[src/rtl/ttt_pkg.sv]
// Shared types for the tic-tac-toe turn controller: FSM states and the
// 2-bit player / result codes used on turn, wr_player and who.
package ttt_pkg;

   typedef enum logic [2:0] {
      S_IDLE  = 3'd0,
      S_TURN  = 3'd1,
      S_WRITE = 3'd2,
      S_CHECK = 3'd3,
      S_DONE  = 3'd4
   } state_t;

   localparam logic [1:0] NONE = 2'b00;
   localparam logic [1:0] P1   = 2'b01;
   localparam logic [1:0] P2   = 2'b10;
   localparam logic [1:0] DRAW = 2'b11;

   // True when exactly one square is requested.
   function automatic logic is_onehot9(input logic [8:0] v);
      return (v != 9'd0) && ((v & (v - 9'd1)) == 9'd0);
   endfunction

endpackage

[src/rtl/turn_timer.sv]
// Per-turn cycle counter: reloads to 0 on load, counts while enabled, and
// flags the last allowed cycle of a turn (count == TURN_CYCLES-1).
module turn_timer #(
   parameter int TURN_CYCLES = 10
) (
   input  logic clock1,
   input  logic reset,
   input  logic load,
   input  logic enable,
   output logic expired
);

   localparam int W = $clog2(TURN_CYCLES);
   localparam logic [W-1:0] CNT_LAST = W'(TURN_CYCLES - 1);
   localparam logic [W-1:0] CNT_ONE  = W'(1);

   logic [W-1:0] cnt_q;

   always_ff @(posedge clock1 or posedge reset) begin
      if (reset) begin
         cnt_q <= '0;
      end else if (load) begin
         cnt_q <= '0;
      end else if (enable && cnt_q != CNT_LAST) begin
         cnt_q <= cnt_q + CNT_ONE;
      end
   end

   assign expired = enable && (cnt_q == CNT_LAST);

endmodule

[src/rtl/turn_controller.sv]
// Tic-tac-toe turn sequencing: validates moves, strobes board writes, judges
// win/draw. Optional per-turn timeout enabled by defining TURN_TIMEOUT_EN.
module turn_controller
   import ttt_pkg::*;
#(
   parameter int TURN_CYCLES = 10
) (
   input  logic       clock1,
   input  logic       reset,
   input  logic       start,
   input  logic [8:0] Play1_en,
   input  logic [8:0] Play2_en,
   input  logic [8:0] occupied,
   input  logic       win,
   input  logic       no_space,
   output logic       board_clr,
   output logic       wr_en,
   output logic [8:0] wr_sel,
   output logic [1:0] wr_player,
   output logic [1:0] turn,
   output logic [1:0] who,
   output logic       illegal,
   output logic       timeout,
   output logic [2:0] dbg_state
);

   state_t     state_q, state_d;
   logic [1:0] cur_q, cur_d;
   logic [8:0] sel_q, sel_d;
   logic [1:0] who_q, who_d;
   logic       timeout_q, timeout_d;
   logic       clr_q, clr_d;
   logic       ill_q, ill_d;

   logic [8:0] req, other_req;
   logic [1:0] opponent;
   logic       legal;
   logic       timer_load;
   logic       timer_expired;

   assign req       = (cur_q == P1) ? Play1_en : Play2_en;
   assign other_req = (cur_q == P1) ? Play2_en : Play1_en;
   assign opponent  = (cur_q == P1) ? P2 : P1;
   assign legal     = is_onehot9(req) && ((req & occupied) == 9'd0);

`ifdef TURN_TIMEOUT_EN
   turn_timer #(
      .TURN_CYCLES(TURN_CYCLES)
   ) u_turn_timer (
      .clock1 (clock1),
      .reset  (reset),
      .load   (timer_load),
      .enable (state_q == S_TURN),
      .expired(timer_expired)
   );
`else
   // No timer: the comparison is constant false, so a turn never expires.
   assign timer_expired = (TURN_CYCLES < 0);
`endif

   always_ff @(posedge clock1 or posedge reset) begin
      if (reset) begin
         state_q   <= S_IDLE;
         cur_q     <= NONE;
         sel_q     <= '0;
         who_q     <= NONE;
         timeout_q <= 1'b0;
         clr_q     <= 1'b0;
         ill_q     <= 1'b0;
      end else begin
         state_q   <= state_d;
         cur_q     <= cur_d;
         sel_q     <= sel_d;
         who_q     <= who_d;
         timeout_q <= timeout_d;
         clr_q     <= clr_d;
         ill_q     <= ill_d;
      end
   end

   always_comb begin
      state_d    = state_q;
      cur_d      = cur_q;
      sel_d      = sel_q;
      who_d      = who_q;
      timeout_d  = timeout_q;
      clr_d      = 1'b0;
      ill_d      = 1'b0;
      timer_load = 1'b0;
      case (state_q)
         S_IDLE, S_DONE: begin
            if (start) begin
               state_d    = S_TURN;
               cur_d      = P1;
               who_d      = NONE;
               timeout_d  = 1'b0;
               clr_d      = 1'b1;
               timer_load = 1'b1;
            end
         end
         S_TURN: begin
            // An all-zero vector is "no request", not a rejected one.
            ill_d = ((req != 9'd0) && !legal) || (other_req != 9'd0);
            if (legal) begin
               state_d = S_WRITE;
               sel_d   = req;
            end else if (timer_expired) begin
               state_d   = S_DONE;
               who_d     = opponent;
               timeout_d = 1'b1;
            end
         end
         S_WRITE: state_d = S_CHECK;
         S_CHECK: begin
            if (win) begin
               state_d = S_DONE;
               who_d   = cur_q;
            end else if (no_space) begin
               state_d = S_DONE;
               who_d   = DRAW;
            end else begin
               state_d    = S_TURN;
               cur_d      = opponent;
               timer_load = 1'b1;
            end
         end
         default: state_d = S_IDLE;
      endcase
   end

   assign board_clr = clr_q;
   assign wr_en     = (state_q == S_WRITE);
   assign wr_sel    = wr_en ? sel_q : 9'd0;
   assign wr_player = wr_en ? cur_q : NONE;
   assign turn      = (state_q == S_TURN) ? cur_q : NONE;
   assign who       = who_q;
   assign illegal   = ill_q;
   assign timeout   = timeout_q;
   assign dbg_state = state_q;

endmodule

[config.mk]
export PLATFORM = sky130hd
export DESIGN_NAME = turn_controller
export DESIGN_NICKNAME = d
export VERILOG_FILES = /design/src/rtl/ttt_pkg.sv /design/src/rtl/turn_timer.sv /design/src/rtl/turn_controller.sv
export SDC_FILE = /design/constraint.sdc
export NUM_CORES = 1
export LEC_CHECK = 0
export ABC_AREA = 1
export BUFFER_PORTS_ARGS = -buffer_cell sky130_fd_sc_hd__buf_2
export CAP_MARGIN = 20
export CELL_PAD_IN_SITES_DETAIL_PLACEMENT = 1
export CELL_PAD_IN_SITES_GLOBAL_PLACEMENT = 2
export CORE_MARGIN = 5
export CORE_UTILIZATION = 25
export CTS_CLUSTER_SIZE = 8
export DETAILED_ROUTE_END_ITERATION = 10
export GPL_TIMING_DRIVEN = 0
export PLACE_DENSITY_LB_ADDON = 0.1
export SYNTH_ARGS = -nofsm -noshare
export SYNTH_HDL_FRONTEND = slang
export SYNTH_HIERARCHICAL = 1
export SYNTH_SLANG_ARGS = --single-unit
[constraint.sdc]
create_clock -name clock1 -period 3.8 [get_ports clock1]
set_input_delay 0.57 -clock clock1 [delete_from_list [all_inputs] [get_ports clock1]]
set_output_delay 0.57 -clock clock1 [all_outputs]
set_load 0.02 [all_outputs]
==> metrics.txt <==
outcome=completed; CP Capture Type=primary output; Largest stage delay, worst path=0.39 ns; CP required=3.23 ns; DR vias/cell=4.21; count of final hold-check violations=0; Worst Skew=0.00841 ns; Antenna Nets Post-Route=0; worst-path maximum fanout=10; cells along the critical path=inv_1 > nor3_1 > inv_1 > clkbuf_1 > nor2_1 > buf_2; I/O Buffers=52; synthesis-to-finish area growth=30.4%; Slew headroom=53.2%; Post-synth EDFFs=0; synthesized area=1320 µm²; Synth Warn #=6; DRC Markers=0; Crit-path slowest cell=dfrtp_1; Syn Area/Cell=6.04 µm²; Placeable Area=5140 µm²; most common cell type on the critical path=inv_1; Post-Synthesis Cells=219; DR pass1 iterations=4; total global routing overflow=0; Crit path arrival time=1.73 ns; clk_lat worst skew=0.25 ns; IO Count=54; first-pass GRT wire length=7020 µm; H-tree levels=1; post-CTS setup buffers=0; antenna cells=0; Yosys reg bits=18; min Tclk post-route=2.30 ns; Std-Cell Rows=26; Reg2Reg Setup Slack=1.55 ns; CP delay by family, top=buffers and inverters; largest net degree at the start of global routing=19; Fillers=713; Routability Congestion=0.792; pwr/cell area=604 nW/µm²; CTS tree=built; dominant synthesized flop cell=dfrtp_1; drt initial violations=51; hold_buf cts=0; vias in the first global route=1560; Worst-path clk slew=0.07 ns; CTS sink cnt=18; Util after Layout=33.6%; fin crit share=60.6%; asr flop ratio synth=100%; DPL Wire Length=3470 µm; Syn Nets=251; wire per inst=11.5 µm; Unique masters post-synth=21; Setup Crit Path Kind=reg -> out; DIE WIDTH=82.8 µm; Num CTS Buffers=3; fin. max-slew vios=0; CP Buf/Inv Count=4; register area share after synthesis=34.0%; RSZ-0062 raised after global routing=no; Max-cap violations=0; VDD IR max=0.000169 V; Chip Height=82.8 µm; Slew @ Worst Pin=0.702 ns; global-route usage over all layers=13.4%; Max Clock Freq=0.434 GHz; Critical Path Start Type=flip-flop; Final nets=308; layout cells sized above 1=24.7%; initial core utilization=25.8%; Routed WL=3970 µm; die area=6850 µm²; Setup TNS Final=0 ns; root cell of the clock tree=clkbuf_8; Worst Hold Class=in -> async; Final setup viols=0; via count=1451; initial antenna violation count=0; cts repair resizes=0; worst-case clock buffer depth=2; leakage=0.997 nW
-- where the power goes --
group | total [W] | internal [W] | switching, W
clock | 0.000156 | 0.0000919 | 0.0000638
sequential | 0.000267 | 0.000236 | 0.0000310
combinational | 0.000621 | 0.000193 | 0.000428
-- per-stage QoR --
step                instances  instance area (µm²)  setup WS (ns)  hold slack [ns]  power (W)
global route              345                 1730           1.26            0.500    0.00118
global placement          341                 1670           1.46            0.471   0.000908
floorplan                 219                 1320           1.43            0.459   0.000719
CTS                       345                 1730           1.43            0.451    0.00107
finish                    345                 1730           1.50            0.420    0.00104
detailed placement        341                 1670           1.46            0.481   0.000911
-- final cells by class --
class	count	area [µm²]	area share (%)
Inverter	50	188	10.9
Sequential cell	18	450	26.1
Buffer	5	37.5	2.17
Clock buffer	4	55.1	3.19
Timing Repair Buffer	52	260	15.1
Multi-Input combinational cell	146	648	37.5
Tap cell	70	87.6	5.07
-- layout by cell type (no fill, tap or decap), drive strengths merged, types with 4 or more instances in the layout --
master	count
nand3	23
nand2	63
nor3	6
inv	50
o21ai	15
buf	56
dfrtp	18
nand4	4
nor2	29
clkbuf	5
-- worst reg2reg max path, stage by stage (launching register included) --
cell and delay (ns):
dfrtp_1 0.44, inv_2 0.08, buf_4 0.16, nand3_1 0.13, nand2_1 0.19, nand2_1 0.09, nor2_1 0.12, nand2_1 0.06
nand2_1 0.05, nand3_1 0.06, nor2_1 0.18, nand3_2 0.23, buf_6 0.23, nand2_1 0.06, o21ai_1 0.05
-- cell usage after synthesis (2+ instances only) --
library cell	count	share of area (%)
buf_4	3	1.7
dfrtp_1	18	34
inv_1	48	14
inv_2	2	0.57
nand2_1	60	17
nand2_2	3	1.4
nand3_1	22	8.3
nand4_1	4	1.9
nor2_1	27	7.7
nor2_2	2	0.95
nor3_1	6	2.3
o21ai_0	6	2.3
o21ai_1	9	3.4
o21bai_1	2	1.1
-- metal layers --
layer	share of wire (%)	track usage [%]	vias up
li1	-	-	778
met2	46	22.9	33
met3	3.8	1.30	2
met1	49	17.5	638
met5	0	0	-
met4	0.68	4.41	0
-- state kept, by name, indices dropped and copies added (netlist names) --
| register | count |
|---|---|
| board_clr | 1 |
| cur_q | 2 |
| dbg_state | 3 |
| illegal | 1 |
| sel_q | 9 |
| who | 2 |
-- worst paths after layout --
path / from / to / depth (start not counted)
max in group asynchronous: reset / sel_q[8]$_DFFE_PP0P_ / 2
worst max register to register: cur_q[1]$_DFFE_PP0P_ / sel_q[6]$_DFFE_PP0P_ / 14
worst min register to register: sel_q[1]$_DFFE_PP0P_ / sel_q[1]$_DFFE_PP0P_ / 2
worst min-delay path: reset / sel_q[7]$_DFFE_PP0P_ / 2
min in group clock1: sel_q[1]$_DFFE_PP0P_ / sel_q[1]$_DFFE_PP0P_ / 2
worst max-delay path: dbg_state[1]$_DFFE_PP0P_ / wr_sel[6] / 6
-- kinds of logic after synthesis --
family	count (synthesis)	synth area share, %
buffers and inverters	55	17.0
flip-flops	18	34.0
AND/OR/NAND/NOR	126	40.7
other	1	0.283
AO/OA/AOI/OAI	19	7.94
Power figures use the tool's default switching activity.
